[src/rtl/controle_posse24.sv]
// controle_posse24: shot-clock control stage. Conditions three buttons into run/stop, reload
// and possession events, and drives the 24 s countdown's clock, stop level and reload request.
// Optional build macro DEBOUNCE_EN adds a per-button stability counter of DEBOUNCE_CYCLES.

module controle_posse24_botao #(
    parameter int DEBOUNCE_CYCLES = 1000000
) (
    input  logic clock_in,
    input  logic nReset,
    input  logic i_botao,
    output logic o_evento
);

    logic r_sync1;
    logic r_sync2;
    logic r_aceito_d;
    logic r_evento;
    logic w_aceito;

    always_ff @(posedge clock_in or negedge nReset) begin
        if (!nReset) begin
            r_sync1 <= 1'b0;
            r_sync2 <= 1'b0;
        end else begin
            r_sync1 <= i_botao;
            r_sync2 <= r_sync1;
        end
    end

`ifdef DEBOUNCE_EN
    localparam int CNT_W = $clog2(DEBOUNCE_CYCLES + 1);

    logic [CNT_W-1:0] r_cnt;
    logic             r_aceito;

    // The accepted level flips only after DEBOUNCE_CYCLES consecutive differing samples.
    always_ff @(posedge clock_in or negedge nReset) begin
        if (!nReset) begin
            r_cnt    <= '0;
            r_aceito <= 1'b0;
        end else if (r_sync2 == r_aceito) begin
            r_cnt <= '0;
        end else if (r_cnt == CNT_W'(DEBOUNCE_CYCLES - 1)) begin
            r_cnt    <= '0;
            r_aceito <= r_sync2;
        end else begin
            r_cnt <= r_cnt + 1'b1;
        end
    end

    assign w_aceito = r_aceito;
`else
    assign w_aceito = r_sync2;
`endif

    always_ff @(posedge clock_in or negedge nReset) begin
        if (!nReset) begin
            r_aceito_d <= 1'b0;
            r_evento   <= 1'b0;
        end else begin
            r_aceito_d <= w_aceito;
            r_evento   <= w_aceito & ~r_aceito_d;
        end
    end

    assign o_evento = r_evento;

endmodule

module controle_posse24 #(
    parameter int CLK_FREQ_HZ     = 50000000,
    parameter int TICK_HZ         = 1,
    parameter int DEBOUNCE_CYCLES = 1000000
) (
    input  logic       clock_in,
    input  logic       nReset,
    input  logic       botaoPausa,
    input  logic       botaoReset24,
    input  logic       botaoPosse,
    input  logic [4:0] contagem,
    output logic       clockSegundo,
    output logic       chaveParar,
    output logic       reset24,
    output logic [1:0] o_estado
);

    localparam int HALF  = CLK_FREQ_HZ / (2 * TICK_HZ);
    localparam int DIV_W = $clog2(HALF);

    typedef enum logic [1:0] {
        PARADO   = 2'd0,
        CORRENDO = 2'd1,
        ESTOURO  = 2'd2
    } estado_t;

    estado_t          r_estado;
    logic             r_chave;
    logic             r_reset24;
    logic [DIV_W-1:0] r_div;
    logic             r_clk;

    logic w_ev_pausa;
    logic w_ev_reset;
    logic w_ev_posse;
    logic w_recarga;
    logic w_div_en;

    controle_posse24_botao #(.DEBOUNCE_CYCLES(DEBOUNCE_CYCLES)) u_pausa (
        .clock_in (clock_in),
        .nReset   (nReset),
        .i_botao  (botaoPausa),
        .o_evento (w_ev_pausa)
    );

    controle_posse24_botao #(.DEBOUNCE_CYCLES(DEBOUNCE_CYCLES)) u_reset (
        .clock_in (clock_in),
        .nReset   (nReset),
        .i_botao  (botaoReset24),
        .o_evento (w_ev_reset)
    );

    controle_posse24_botao #(.DEBOUNCE_CYCLES(DEBOUNCE_CYCLES)) u_posse (
        .clock_in (clock_in),
        .nReset   (nReset),
        .i_botao  (botaoPosse),
        .o_evento (w_ev_posse)
    );

    assign w_recarga = w_ev_reset | w_ev_posse;
    // A pending reload keeps the divider alive so the countdown sees a falling edge.
    assign w_div_en  = (r_estado == CORRENDO) || r_reset24;

    always_ff @(posedge clock_in or negedge nReset) begin
        if (!nReset) begin
            r_div <= '0;
            r_clk <= 1'b1;
        end else if (w_div_en) begin
            if (r_div == DIV_W'(HALF - 1)) begin
                r_div <= '0;
                r_clk <= ~r_clk;
            end else begin
                r_div <= r_div + 1'b1;
            end
        end
    end

    always_ff @(posedge clock_in or negedge nReset) begin
        if (!nReset) begin
            r_estado  <= PARADO;
            r_chave   <= 1'b1;
            r_reset24 <= 1'b0;
        end else begin
            if (r_reset24) begin
                if (contagem == 5'd24) r_reset24 <= 1'b0;
            end else if (w_recarga && (contagem != 5'd24)) begin
                r_reset24 <= 1'b1;
            end

            case (r_estado)
                PARADO: begin
                    if (w_ev_pausa) begin
                        r_estado <= CORRENDO;
                        r_chave  <= 1'b0;
                    end
                end
                CORRENDO: begin
                    if (w_ev_pausa) begin
                        r_estado <= PARADO;
                        r_chave  <= 1'b1;
                    end else if ((contagem == 5'd0) && !r_reset24) begin
                        r_estado <= ESTOURO;
                        r_chave  <= 1'b1;
                    end
                end
                ESTOURO: begin
                    // Pause is ignored here; only a reload or possession change releases it.
                    if (w_recarga) begin
                        r_estado <= PARADO;
                        r_chave  <= 1'b1;
                    end
                end
                default: begin
                    r_estado <= PARADO;
                    r_chave  <= 1'b1;
                end
            endcase
        end
    end

    assign clockSegundo = r_clk;
    assign chaveParar   = r_chave;
    assign reset24      = r_reset24;
    assign o_estado     = r_estado;

endmodule

[config.mk]
export PLATFORM = sky130hd
export DESIGN_NAME = controle_posse24
export DESIGN_NICKNAME = d
export VERILOG_FILES = /design/src/rtl/controle_posse24.sv
export SDC_FILE = /design/constraint.sdc
export NUM_CORES = 1
export LEC_CHECK = 0
export BUFFER_PORTS_ARGS = -buffer_cell sky130_fd_sc_hd__buf_2
export CORE_ASPECT_RATIO = 0.6
export CORE_UTILIZATION = 61
export CTS_BUF_LIST = sky130_fd_sc_hd__clkbuf_4 sky130_fd_sc_hd__clkbuf_8
export DETAILED_ROUTE_END_ITERATION = 8
export HOLD_SLACK_MARGIN = 0.15
export PLACE_DENSITY_LB_ADDON = 0.05
export SLEW_MARGIN = 20
export SYNTH_ARGS = -nofsm -noshare
export SYNTH_HDL_FRONTEND = slang
export SYNTH_SLANG_ARGS = --single-unit
export TNS_END_PERCENT = 10
[constraint.sdc]
create_clock -name clock_in -period 2.19 [get_ports clock_in]
set_input_delay 0 -clock clock_in [delete_from_list [all_inputs] [get_ports clock_in]]
set_output_delay 0 -clock clock_in [all_outputs]
set_load 0.02 [all_outputs]
* Word-level counts from Yosys, hierarchy flattened *
Index checks and enable logic that the tools add are counted.

operators by class
  muxes and demuxes = 14
  reduce and logical (&&, ||, !) cells = 8
  add/sub/neg operators = 1
  equal/unequal tests = 8
  bitwise gates (word level) = 8

operators with widths
  cell                     count
  $add A25 B1 Y25 const B  1
  $eq A25 B25 Y1 const B   1
  $mux W25                 1
  $mux W2                  4
  $mux W1                  7
  $pmux W2 S3              1
  $eq A5 B5 Y1 const B     1
  $logic_not A5 Y1         1
  $ne A5 B5 Y1 const B     1
  $not A1 Y1               4
  $and A1 B1 Y1            3
  $ne A3 B1 Y1 const B     1
  $pmux W1 S3              1
  $reduce_and A3 Y1        1
  $eq A2 B1 Y1 const B     1
  $eq A2 B2 Y1 const B     1
  $logic_and A1 B1 Y1      2
  $logic_not A2 Y1         1
  $ne A2 B1 Y1 const B     1
  $ne A2 B2 Y1 const B     1
  $reduce_and A2 Y1        1
  $logic_not A1 Y1         1
  $logic_or A1 B1 Y1       1
  $or A1 B1 Y1             1

word-level totals
  logic and storage cells = 56
  bits in registers = 42

* Longest topological paths before layout *
Gate-level depths: netlist of run 1.

  depth after elaboration = 5
  mapped depth = 6
  gate-level depth less buffers = 6

* Cells and area by module *
From an unflattened synthesis of run 1, not the netlist that was laid out.

unflattened totals
  cell total of the unflattened synthesis = 178
  area total of the unflattened synthesis = 1,904.3 sq um

by module, submodules not included
  module                  cells an instance  area an instance (sq um)  instances
  controle_posse24        163                1,562.7                   1
  controle_posse24_botao  5                  113.9                     3

* Worst setup path before layout of run 1 *
Ideal clock, no wire load.

  kind = reg2reg
  start = register r_estado[1] (netlist: o_estado[1])
  end = register r_div[17]
  path slack = 0.465 ns
  stages on the path, launching flop included = 6
  data arrival time = 1.649 ns
  period minus slack after synthesis = 1.725 ns
  setup time = 0.075 ns
  data required time = 2.115 ns
  cell sequence = dfrtp_1 nand2b_4 a2111oi_4 and2_4 and4_4 xor2_2

between the ends
  cells in the longest elaborated chain, start to end = 2

RTL lines
  what                    RTL line  source
  from (decl)             96        estado_t r_estado;
  from (signal assigned)  149       r_estado <= PARADO;
  from (signal assigned)  162       r_estado <= CORRENDO;
  from (signal assigned)  168       r_estado <= PARADO;
  $eq A2 B1 Y1            131       assign w_div_en = (r_estado == CORRENDO) || r_reset24;
  $logic_or A1 B1 Y1      131
  to (signal assigned)    142       r_div <= r_div + 1'b1;
  to (decl)               99        logic [DIV_W-1:0] r_div;

No other way between the ends.
A chain may end at the register's enable or synchronous reset.

* Worst setup path in the final report of run 1 *
  start = register r_div[0]
  end = register r_div[22]

between the ends
  cells in the longest elaborated chain, start to end = 2
  elaborated cells between the ends (all ways) = 3

RTL lines
  what                                               RTL line  source
  $add A25 B1 Y25 or $eq A25 B25 Y1 (tied branches)  142, 138
  $mux W25 *                                         138       if (r_div == DIV_W'(HALF - 1)) begin

Every way passes the cells marked *; elsewhere a longest branch is shown, timed or not.

==> results of run 1 <==
-- layout make-up --
type	instances	area, µm²	area share, %
Sequential cell	42	1054	47.76
Multi-Input combinational cell	118	792.0	35.90
Timing Repair Buffer	25	175.2	7.941
Clock buffer	6	76.32	3.460
Tap cell	42	52.55	2.382
Clock inverter	2	37.54	1.702
Inverter	5	18.77	0.8508
-- metrics by stage --
step | util [%] | hold slack (ps) | total power, µW
2_1_floorplan | - | -295.6 | 1167
3_3_place_gp | 68.87 | 108.4 | 1236
3_5_place_dp | 68.87 | 109.3 | 1266
4_1_cts | 75.93 | 166.9 | 1881
5_1_grt | 76.32 | 346.9 | 1968
6_report | 76.32 | 346.2 | 1882
-- power by group through the flow --
stage               clock network [µW]  registers [µW]  logic, µW
detailed placement                   0             979        286
CTS                                618             965        298
global placement                     0             968        268
global route                       650             981        336
floorplan                            0             963        204
finish                             613             968        302
-- metal layers --
metal / vias to the layer above / wire [µm] / part of all wire (%)
li1: 639 / - / -
met1: 671 / 1841 / 47
met2: 55 / 1767 / 45
met3: 10 / 227 / 5.8
met4: 0 / 73 / 1.9
met5: - / 0 / 0
-- critical path, cell delays in order, from the launching register on --
cell	delay (ps)
dfrtp_1	390
ha_1	220
nand2_1	130
a211o_2	350
a21oi_1	280
nand2_1	120
o31ai_1	230
-- worst paths after layout --
kind,end,cells after the start,slack [ps],startpoint
max,r_div[22],6,380,r_div[0]
min,u_reset.r_sync1,2,350,botaoReset24
max reg2reg,r_div[22],6,380,r_div[0]
min reg2reg,u_reset.r_sync2,0,350,u_reset.r_sync1
max in group asynchronous,u_pausa.r_sync2,2,1280,nReset
min in group asynchronous,r_div[16],2,370,nReset
-- cells by family (layout without fill, tap and decap cells) --
| group | count (synthesis) | after routing | synth area share, % |
|---|---|---|---|
| adder cells (fa/ha/maj) | 1 | 1 | 0.6733 |
| AO/OA/AOI/OAI | 20 | 20 | 8.754 |
| multiplexers | 2 | 2 | 1.145 |
| flip-flops | 42 | 42 | 56.70 |
| buffers and inverters | 6 | 38 | 1.279 |
| XOR/XNOR | 20 | 20 | 9.832 |
| AND/OR/NAND/NOR | 75 | 75 | 21.62 |
-- cell usage in the layout, fill, tap and decap left out, drive strengths merged --
master,synthesis,routed
a2111oi,2,2
a211o,1,1
a21oi,7,7
a31oi,2,2
a32oi,1,1
and2,3,3
and3,4,4
and4,2,2
buf,1,16
bufinv,0,1
clkbuf,0,6
clkinvlp,0,1
dfrtp,40,40
dfstp,2,2
dlygate4sd3,0,9
ha,1,1
inv,5,5
mux2,1,1
mux2i,1,1
nand2,17,17
nand2b,2,2
nand3,13,13
nand4,7,7
nor2,15,15
nor2b,3,3
nor3,6,6
nor4,1,1
nor4b,1,1
nor4bb,1,1
o21ai,5,5
o31ai,1,1
o41ai,1,1
xnor2,10,10
xor2,10,10
-- what timing repair did --
action | in CTS | in global routing
buffers inserted | 0 | 0
setup endpoints to repair | 0 | 2
hold endpoints to repair | 46 | 1
hold buffers | 9 | 1
gates resized for setup | 0 | 2
==> results.md, run 1 <==
- Setup TNS: 0 ps
- Ant. Diodes: 0
- Busiest grt layer: met2
- Clk sink count: 42
- FP Rows: 15
- Largest area contributor in the netlist: dfrtp_1
- Die area: about 3300 µm²
- Pwr dens: 853.4 nW/µm²
- Worst Setup Slack, final: 378.9 ps
- Sequential Power Share: about 51%
- Reg with most FFs: r_div
- Chip height: 44.75 µm
- Initial DRC Count: 74
- Fmax achieved: ~550 MHz
- Met2 GRT Util: 40.93%
- Crit path max fanout: 6
- Via count: between 1000 and 1500
- Worst Setup Start Kind: flop
- RSZ-0062 raised after global routing: no
- Synth cell count leaders: dfrtp_1, nand2_1, nor2_1, nand3_1, xnor2_1
- Crit path DAT: 2010 ps
- Chip Width: 73.25 µm
- MaxCap Viol Count: 0
- FF+latch count, synth: 42
- Placed cell area: 1991 µm²
- NetSw: between 500 and 600 µW
- Routability Congestion: 0.8532
- Dpl ws: 448.6 ps
- Ys flop type: dfrtp_1
- Num CTS Buffers: 5
- Clock Pin Slew Worst Setup and Hold Paths: 80 ps
- Vias/cell: approximately 5.7
- Slew @ Worst Pin: 876.6 ps
- Max-Slew Margin vs Limit: 41.56%
- Drt total wl: just under 4 mm
- Worst skew pair latency: around 290 ps
- Switch share: between 20 and 30%
- Slew Limit Fails: 0
- Clock power frac: 32.6%
- WS Path Type: flop to flop
- Final global-route overflow total: 0
- Vias in the first global route: 1326
- Min-Delay Path Class: input port to flop
- Nets: 208
- Avg WL per Cell: ~16 µm
- Synth Instances: 166
- Met1 Use GR: 38.92%
- Core area: 2890 µm²
- Max FFs per register: 25
- Seq/Total Area, Yosys: between 50% and 60%
- Distinct cells, synth: 36
- Syn avg cell area: 11.19 µm²
- Top cell type's share of synthesized area: between 50% and 60%
- CTS root buffer: clkbuf_8
- EDFF count, synth: 0
- Dpl cells: 223
- Initial core utilization: 64.29%
- Max clock buf depth: 2
- Drt first pass iters: 4
- Async SR Flop Fraction: 100.0%
- CTS tree: yes
- DP HPWL: 2.592 mm
- Initial antenna violation count: 0
- Final Hold Fails: 0
- Status: complete, no violations
- Largest net degree at the start of global routing: 43
- Netlist Area Pre-Place: 1858 µm²
- Post-route cell area: 2206 µm²
- Met3 Track Usage GR: 8.036%
- First-pass GRT wire length: 6.382 mm
- GRT Resource Usage Total: roughly 28%
- WP data required: 2390 ps
- Peak supply drop: roughly 0.64 mV
- Buffers added on ports: 14
- Layout cells sized above 1: roughly a fifth
- Setup violators final: 0
- H-tree Lvls: 2
- Synth top area cells: dfrtp_1, xnor2_1, xor2_1, nand2_1, nand3_1
- Element type at the critical path end: flop
- Fin crit period: 1811 ps
- Fin Clk Skew: 8.517 ps
- Int Pwr: 1349 µW
- DRC violations left: 0
- Cell with the most instances after synthesis: dfrtp_1
- Routed Antenna Nets: 0
- Comb pwr share: 16.0%
- LEAKAGE: 0.0009544 µW
- Area delta synth->final: 18.72%
- Synth warn: 0
- Final Non-Filler Cells: 240
- FILL cells: 195
- Fin crit share: 82.70%
- Synth Net Count: roughly 180
- Io pins: 15
(Power assumes the default switching activity.)
==> run 2, diff against run 1 <==
- CORE_UTILIZATION: 61 -> 55
- clock period: 2.19 -> 1.5 ns (I/O delays scaled with it)
==> run 2 against run 1 <==
The flow now finishes with violations (setup timing). Design area increased by 23%. Final cell count is 20% higher. Routed wire length increased by 53%. Combinational power rose to 3.0 times the previous value. Worst setup slack worse by 600 ps. Hold slack worse by 190 ps. Largest power group unchanged. Flip-flop and latch count unchanged. Critical path depth is 1 lower.
==> results.md, run 2 (synthesized netlist as in run 1, its figures left out) <==
- DP HPWL: 3.209 mm (+24%)
- MaxCap Viol Count: 0 (unchanged)
- H-tree Lvls: 2 (unchanged)
- R2R Path Start: o_estado[1]
- Drt total wl: 5.988 mm (+53%)
- Core area: 3040 µm² (+5.2%)
- Final global-route overflow total: 0 (unchanged)
- WS Path Type: flop to flop
- Commonest cells after routing, fill and taps aside: buf_4, dfrtp_1, nand2_1, nor2_1, buf_2
- Element type at the critical path end: flop
- Routed Antenna Nets: 0 (unchanged)
- Worst Setup Start Kind: flop
- Vias/cell: 6.048 (+5.6%)
- Nets: 257 (+24%)
- Max-Slew Margin vs Limit: 71.59% (+30 points)
- Status: finished with violations
- Setup TNS: -2370 ps (-2370 ps)
- Max FFs per register: 25 (unchanged)
- Io pins: 15 (unchanged)
- Fin crit period: 1721 ps (-90.25 ps)
- Met1 wire length: 2.508 mm (+36%)
- Setup violators final: 22 (+22)
- CTS tree: yes
- CP peak stage delay: 420 ps (+30 ps)
- First-pass GRT wire length: 8.700 mm (+36%)
- Min-Delay Path Class: input port to async pin
- Crit path max fanout: 6 (unchanged)
- Via count: 1748 (+27%)
- Max layer used: met4
- Utilization after layout: 88.97% (+13 points)
- Dpl ws: -251.4 ps (-700.0 ps)
- GRT Resource Usage Total: 34.49% (+6.8 points)
- Minimum hold slack: 159.2 ps (-187.0 ps)
- Worst Setup Slack, final: -220.9 ps (-599.7 ps)
- Largest net degree at the start of global routing: 21 (-51%)
- CP startpoint: o_estado[1]
- Drt first pass iters: 7 (+3)
- Crit-path cells: nand2b_4, a2111oi_4, and2_4, and4_4, xor2_2
- Reg2reg end: r_div[17]
- Wire length on met3: 559 µm (+150%)
- Final Hold Fails: 0 (unchanged)
- Die area: 3622 µm² (+11%)
- WL met2: 2.709 mm (+53%)
- Vias in the first global route: 1752 (+32%)
- Area delta synth->final: 45.59%
- Avg WL per Cell: 20.72 µm (+27%)
- Fmax achieved: 581.1 MHz (+5.2%)
- Layout cells sized above 1: 42.91% (+24 points)
- Num CTS Buffers: 5 (unchanged)
- Failing checks: setup timing
- CTS root buffer: clkbuf_8
- Commonest non-fill, non-tap cell in the layout: buf_4
- Reg2reg path depth: 5 (-1)
- FILL cells: 125 (-36%)
- Chip height: 47.02 µm (+5.1%)
- Fin crit share: 114.7% (+32 points)
- Fin Clk Skew: 8.919 ps (+0.4027 ps)
- Slowest cell on crit path: dfrtp_2
- Pwr dens: 1189 nW/µm² (+39%)
- Initial DRC Count: 196 (+160%)
- Buffers added on ports: 14 (unchanged)
- Max clock buf depth: 2 (unchanged)
- WP data required: 1730 ps (-660 ps)
- LEAKAGE: 0.001241 µW (+30%)
- Reg2reg setup slack: -220 ps (-600 ps)
- Clk sink count: 42 (unchanged)
- Slew Limit Fails: 0 (unchanged)
- Routability Congestion: 0.8637 (+1.2%)
- Chip Width: 77.04 µm (+5.2%)
- Initial core utilization: 61.11% (-3.2 points)
- Reg with most FFs: r_div
- Peak supply drop: 0.8748 mV (+37%)
- FP Rows: 15 (unchanged)
- RSZ-0062 raised after global routing: yes
- Worst skew pair latency: 310 ps (+20 ps)
- Slew @ Worst Pin: 426.2 ps (-450.4 ps)
- DRC violations left: 0 (unchanged)
- Ant. Diodes: 0 (unchanged)
- Clock Pin Slew Worst Setup and Hold Paths: 90 ps (about the same)
- Initial antenna violation count: 0 (unchanged)
- Crit path DAT: 1950 ps (-60 ps)
- CP delay by family, top: simple AND/OR/NAND/NOR gates
- CP bufs+invs: 0 (unchanged)
## run 2: metrics by stage
stage / total power (µW) / cells / instance area, µm²
finish: 3218 / 289 / 2705
detailed placement: 2037 / 258 / 2257
global placement: 1977 / 258 / 2257
CTS: 3090 / 287 / 2651
global route: 3318 / 289 / 2705
floorplan: 1705 / 166 / 1862
## run 2: repair_timing
action                     4_1_cts  5_1_grt
hold buffers                    10        0
setup buffers                   12        2
hold endpoints to repair        46        0
setup endpoints to repair       22       24
pin swaps                       12       11
resized for setup               22        7
## run 2: how the worst max path moves through the flow
| stage | to | slack [ps] | cells past startpoint |
|---|---|---|---|
| 5_1_grt | r_div[17] | -240 | 5 |
| 2_1_floorplan | r_div[17] | -120 | 5 |
| 6_report | r_div[17] | -220 | 5 |
| 3_3_place_gp | r_div[17] | -160 | 5 |
| 4_1_cts | r_div[22] | -80 | 7 |
| 3_5_place_dp | r_div[22] | -250 | 6 |
## run 2: cell type report
| class | count | area [µm²] | share of cell area [%] |
|---|---|---|---|
| Clock buffer | 5 | 68.82 | 2.544 |
| Timing Repair Buffer | 74 | 560.5 | 20.72 |
| Inverter | 5 | 18.77 | 0.6938 |
| Clock inverter | 3 | 43.79 | 1.619 |
| Sequential cell | 42 | 1059 | 39.13 |
| Tap cell | 42 | 52.55 | 1.943 |
| Multi-Input combinational cell | 118 | 902.1 | 33.35 |
## run 2: per-layer routing
layer | GRT usage (%) | up-vias
met4 | 11.70 | 0
met2 | 60.18 | 120
met3 | 13.01 | 34
met1 | 41.41 | 852
met5 | 0 | -
li1 | - | 742
## run 2: where the power goes
| part | leakage [µW] | switching, µW | internal (µW) |
|---|---|---|---|
| clock | 0.0000585 | 426 | 499 |
| sequential | 0.000530 | 134 | 1270 |
| combinational | 0.000652 | 467 | 425 |
| total | 0.00124 | 1030 | 2190 |
